`src/rtl/instr_sequencer.sv`:
```
// instr_sequencer: fetch/decode/exec/mem/writeback sequencer with PC, instruction register and retire counter.
module instr_sequencer #(
   parameter int ADDR_W = 8,
   parameter logic [ADDR_W-1:0] PC_RESET = '0
) (
   input  logic              clk,
   input  logic              reset,
   input  logic              start,
   output logic              imem_req,
   output logic [ADDR_W-1:0] imem_addr,
   input  logic              imem_ack,
   input  logic [23:0]       imem_data,
   output logic [23:0]       code,
   input  logic              branch_taken,
   input  logic [ADDR_W-1:0] branch_target,
   input  logic              mem_busy,
   output logic              wr_en,
   output logic              halted,
   output logic [15:0]       retired
);
   typedef enum logic [2:0] {IDLE, FETCH, DECODE, EXEC, MEM, WB, HALT} state_t;
   state_t state;
   logic [ADDR_W-1:0] pc;
   logic take;
   assign imem_addr = pc;
   always_ff @(posedge clk) begin
      if (reset) begin
         state    <= IDLE;
         pc       <= PC_RESET;
         code     <= '0;
         retired  <= '0;
         imem_req <= 1'b0;
         wr_en    <= 1'b0;
         halted   <= 1'b0;
         take     <= 1'b0;
      end else begin
         case (state)
            IDLE, HALT: if (start) begin
               state    <= FETCH;
               imem_req <= 1'b1;
               halted   <= 1'b0;
            end
            FETCH: if (imem_ack) begin
               code     <= imem_data;
               imem_req <= 1'b0;
               state    <= DECODE;
            end
            DECODE: begin
               state  <= (code == 24'hFFFFFF) ? HALT : EXEC;
               halted <= (code == 24'hFFFFFF);
            end
            EXEC: begin
               state <= (code[23:22] == 2'b10) ? MEM : WB;
               wr_en <= (code[23:22] == 2'b00) || (code[23:22] == 2'b01);
               take  <= (code[23:22] == 2'b11) && branch_taken;
            end
            MEM: if (!mem_busy) begin
               state <= WB;
               wr_en <= 1'b1;
            end
            WB: begin
               state    <= FETCH;
               imem_req <= 1'b1;
               wr_en    <= 1'b0;
               pc       <= take ? branch_target : pc + 1'b1;
               retired  <= (retired == 16'hFFFF) ? retired : retired + 16'd1;
            end
            default: state <= IDLE;
         endcase
      end
   end
endmodule

```
`config.mk`:
```
export PLATFORM = sky130hd
export DESIGN_NAME = instr_sequencer
export DESIGN_NICKNAME = d
export VERILOG_FILES = /design/src/rtl/instr_sequencer.sv
export SDC_FILE = /design/constraint.sdc
export NUM_CORES = 1
export LEC_CHECK = 0
export BUFFER_PORTS_ARGS = -buffer_cell sky130_fd_sc_hd__buf_2
export CAP_MARGIN = 20
export CORE_MARGIN = 5
export CORE_UTILIZATION = 30
export DETAILED_ROUTE_END_ITERATION = 6
export PLACE_DENSITY = 0.54
export SLEW_MARGIN = 20
export SYNTH_ARGS = -nofsm -noshare
export SYNTH_HDL_FRONTEND = slang
export SYNTH_SLANG_ARGS = --single-unit
```
`constraint.sdc`:
```
create_clock -name clk -period 1.8 [get_ports clk]
set_input_delay 0.36 -clock clk [delete_from_list [all_inputs] [get_ports clk]]
set_output_delay 0.36 -clock clk [all_outputs]
set_load 0.02 [all_outputs]
```
# Yosys cells after proc, flatten, opt, wreduce, memory -nomap -nowiden

Cells that the tools add are included.
Widths: inputs -> output; s select.

Output and inout bits: 51
Bits in registers: 55
Logic and storage cells: 53
Input bits: 38

Equal/unequal tests: 14
Bitwise logic cells: 1
Reductions and logical operators: 14
Add/sub/neg operators: 2
Mux-type cells: 14

Operators by type and width:

| cell                  | count |
|---|---|
| $eq 24x24->1 const B  | 1 |
| $pmux 3 s6            | 1 |
| $add 16x1->16 const B | 1 |
| $eq 16x16->1 const B  | 1 |
| $mux 3                | 4 |
| $eq 3x3->1 const B    | 3 |
| $add 8x1->8 const B   | 1 |
| $mux 8                | 1 |
| $reduce_and 2->1      | 4 |
| $eq 3x2->1 const B    | 2 |
| $ne 2x2->1 const B    | 3 |
| $pmux 1 s3            | 2 |
| $reduce_and 3->1      | 2 |
| $reduce_bool 3->1     | 2 |
| $mux 1                | 5 |
| $eq 2x2->1 const B    | 2 |
| $eq 3x1->1 const B    | 1 |
| $logic_not 3->1       | 1 |
| $eq 2x1->1 const B    | 1 |
| $logic_not 2->1       | 1 |
| $pmux 1 s2            | 1 |
| $reduce_bool 2->1     | 1 |
| $reduce_or 2->1       | 1 |
| $logic_and 1x1->1     | 1 |
| other kinds (2)       | 2 |

# Longest topological paths before layout

Depth in word-level cells: 4
Depth in mapped cells: 6

# Worst setup path after synthesis

OpenSTA, ideal clock, no wires.

Path type: flip-flop to flip-flop
From: register retired[0]
To: register retired[8]
Period minus slack after synthesis: 1.686 ns
Cell stages (with the launch flop): 5
Path buffers: 0
Path slack: 0.114 ns
Data required time: 1.730 ns
Arrival time: 1.615 ns
Cells stage by stage: dfxtp_1 -> ha_1 -> nand3_1 -> or4_1 -> a21oi_1

Word-level cells in the longest chain between the ends: 3
Elaborated cells on any way between the ends: 4
Those cells by class: add/sub: 1; eq/ne: 1; bitwise: 1; reduce/logical: 1

RTL lines:

| element                                                               | line | source |
|---|---|---|
| start, declared                                                       | 19   | `output logic [15:0] retired` |
| start signal, assigned                                                | 66   | `retired <= (retired == 16'hFFFF) ? retired : retired + 16'd1;` |
| parallel branches: the longest is 3 deep, another holds $add 16x1->16 | --   |  |

Parallel ways; which one is timed is not known.
A chain may end at the register's enable or synchronous reset.

# Worst setup path in the final report

From: register retired[1]
To: register retired[2]

The elaborated chain is that of the path after synthesis.

==> run metrics <==
status complete, no violations; first-pass GRT wire length 11.4 mm; Rel. slew slack 56.7%; Final Max Slew Viols 0; clk buf depth 2; CP max stage cell dfxtp_2; Seq/Total Area, Yosys 42.2%; final WL 7.30 mm; EDFF count, synth 0; vias in the first global route 2411; Psw 0.677 mW; Leak 1.37 nW; DR vias 2662; combinational share of power 17.1%; layout cells sized above 1 31.0%; Synth area leaders dfxtp_1 (42%), nand2_1 (9.8%), a21oi_1 (9.4%); crit path kind reg -> reg; grt total ovfl 0; port bufs 88; Core ar. 0.00859 mm2; Syn Inst Count 325; Startpoint Class register; Synth Warn # 0; Reg power frac 54.2%; clk sinks 55; row count 34; dpl hpwl 5.42 mm; Nets 459; slowest cell delay on critical path 420 ps; worst clock skew 6.04 ps; met2 WL 3.51 mm; Reg clk slew, reported paths 100 ps; fmax 0.599 GHz; VDD IR max 0.000303 V; # diodes 0; M1 WL 3.31 mm; Hold Path Class in -> reg; Netlist cell types 43; # Max-Cap Violations 0; Starting Density 30.4%; clock root buffer clkbuf_8; power share of the clock group 28.7%; overall die width 103 um; pre-CTS setup slack 65.3 ps; Crit. End Element register; CP Max Fanout 7; CTS tree yes; Clk Latency, worst-skew pair 310 ps; Num CTS Buffers 5; ys async rst share 0%; Pint 1.75 mW; top-area cell type share of the netlist area 42.2%; Hold Buf Count CTS 0; Post-Syn Area 0.00261 mm2; Area growth syn-to-layout 29.1%; most instantiated cells after synthesis nand2_1 (68), dfxtp_1 (55), a21oi_1 (49); GPL Wtd Cong 0.771; measured slew at the worst slew-check pin 649 ps; syn_nets 365; DRC Markers 0; Sw Ratio 27.9%; I/O pins 89; Final Critical Period 1670 ps; Seq cells post-synth 55; Die Area 0.0107 mm2; routed vias/inst 5.05; WL/cell 13.8 um; final worst setup slack 132 ps; DRT Pass-1 Iters 4; worst-path cell chain ha_4, nand3_1, nor4_4, buf_4, o21ai_0, a21oi_1; final period utilization 92.7%; Final Hold Fails 0; WP data arrival 1900 ps; Avg Cell Area, Syn 8.03 um2; initial drt markers 56; Setup Viol. Count Final 0; chip height 103 um; # H-tree levels 2; most common cell in the netlist nand2_1; Main synth FF type dfxtp_1; met3 wire length 419 um; pwr dens 720 mW/mm2; top sig layer met4; R2R setup slack 130 ps; antenna violations before repair 0; Routed Antenna Nets 0; hold_ws 278 ps; Tot GR Track Use 13.3%; largest net degree at the start of global routing 28; Synth area leader dfxtp_1; CP required 2040 ps
## cell usage in the layout, fill, tap and decap left out, types with 3 or more instances in the layout
cell      count
or4_1         5
o21bai_1      3
o31ai_1       9
buf_4        16
dfxtp_1      54
or3_1         8
nor2_1       13
nand2_1      68
nand2b_1      5
a21oi_1      49
clkbuf_8      6
a22oi_1       3
nand3_1       9
o21ai_0      11
a211oi_1      5
nor3_1        5
buf_2        88
and3_1        3
nand4_1      14
nor2b_1       7
## critical path, delay by kind of cell (launching register included)
| family | cells | cell delay (ps) |
|---|---|---|
| buffers and inverters | 1 | 210 |
| flip-flops | 1 | 420 |
| adder cells (fa/ha/maj) | 1 | 190 |
| AND/OR/NAND/NOR | 2 | 550 |
| AO/OA/AOI/OAI | 2 | 230 |
## per-stage QoR
stage	cell area, um2	utilization (%)	std cells	total power [mW]	TNS [ps]
floorplan	2610	-	325	1.58	0
global placement	3250	37.9	519	1.76	0
detailed placement	3250	37.9	519	1.77	0
CTS	3340	38.9	526	2.48	0
global route	3370	39.2	527	2.55	-33.7
finish	3370	39.2	527	2.42	0
## path summary, 6_finish.rpt
check / depth (start not counted) / to / startpoint
max: 6 / retired[2] / retired[1]
min: 3 / code[7] / imem_data[7]
max reg2reg: 6 / retired[2] / retired[1]
min reg2reg: 2 / code[1] / code[1]
## timing repair
action	in CTS	in global routing
setup endpoints to repair	0	10
setup buffers	0	1
resized for setup	0	5
## per-layer routing
layer  up-vias  track usage (%)
met2        60             22.4
met3         5             3.02
met1      1233             17.2
met5         -                0
met4         0             3.29
li1       1364                -
## power groups by stage
stage	Combinational (mW)	Sequential, mW	Clock (mW)
final	0.414	1.31	0.696
after global routing	0.458	1.32	0.767
after CTS	0.423	1.32	0.737
after detailed placement	0.421	1.34	0
after global placement	0.416	1.34	0
after floorplan	0.184	1.40	0
## flip-flops by register name, indices dropped and copies added, names as in the netlist
signal,count
code,24
retired,16
imem_addr,8
take,1
state,3
wr_en,1
halted,1
imem_req,1
## kinds of logic (layout without fill, tap and decap cells)
logic type | after synthesis | count (layout) | synth area share (%)
adder cells (fa/ha/maj) | 2 | 2 | 0.959
buffers and inverters | 21 | 115 | 3.50
flip-flops | 55 | 55 | 42.2
multiplexers | 4 | 4 | 1.63
AO/OA/AOI/OAI | 91 | 91 | 20.6
AND/OR/NAND/NOR | 152 | 152 | 31.1
## final cells by class
class / instances / area (um2)
fill: 932 / 5230
multi-input combinational: 249 / 1440
sequential: 55 / 1100
timing repair buffer: 106 / 601
tap: 108 / 135
clock buffer: 6 / 82.6
inverter: 2 / 7.51
clock inverter: 1 / 5.00
(Power assumes the default switching activity.)
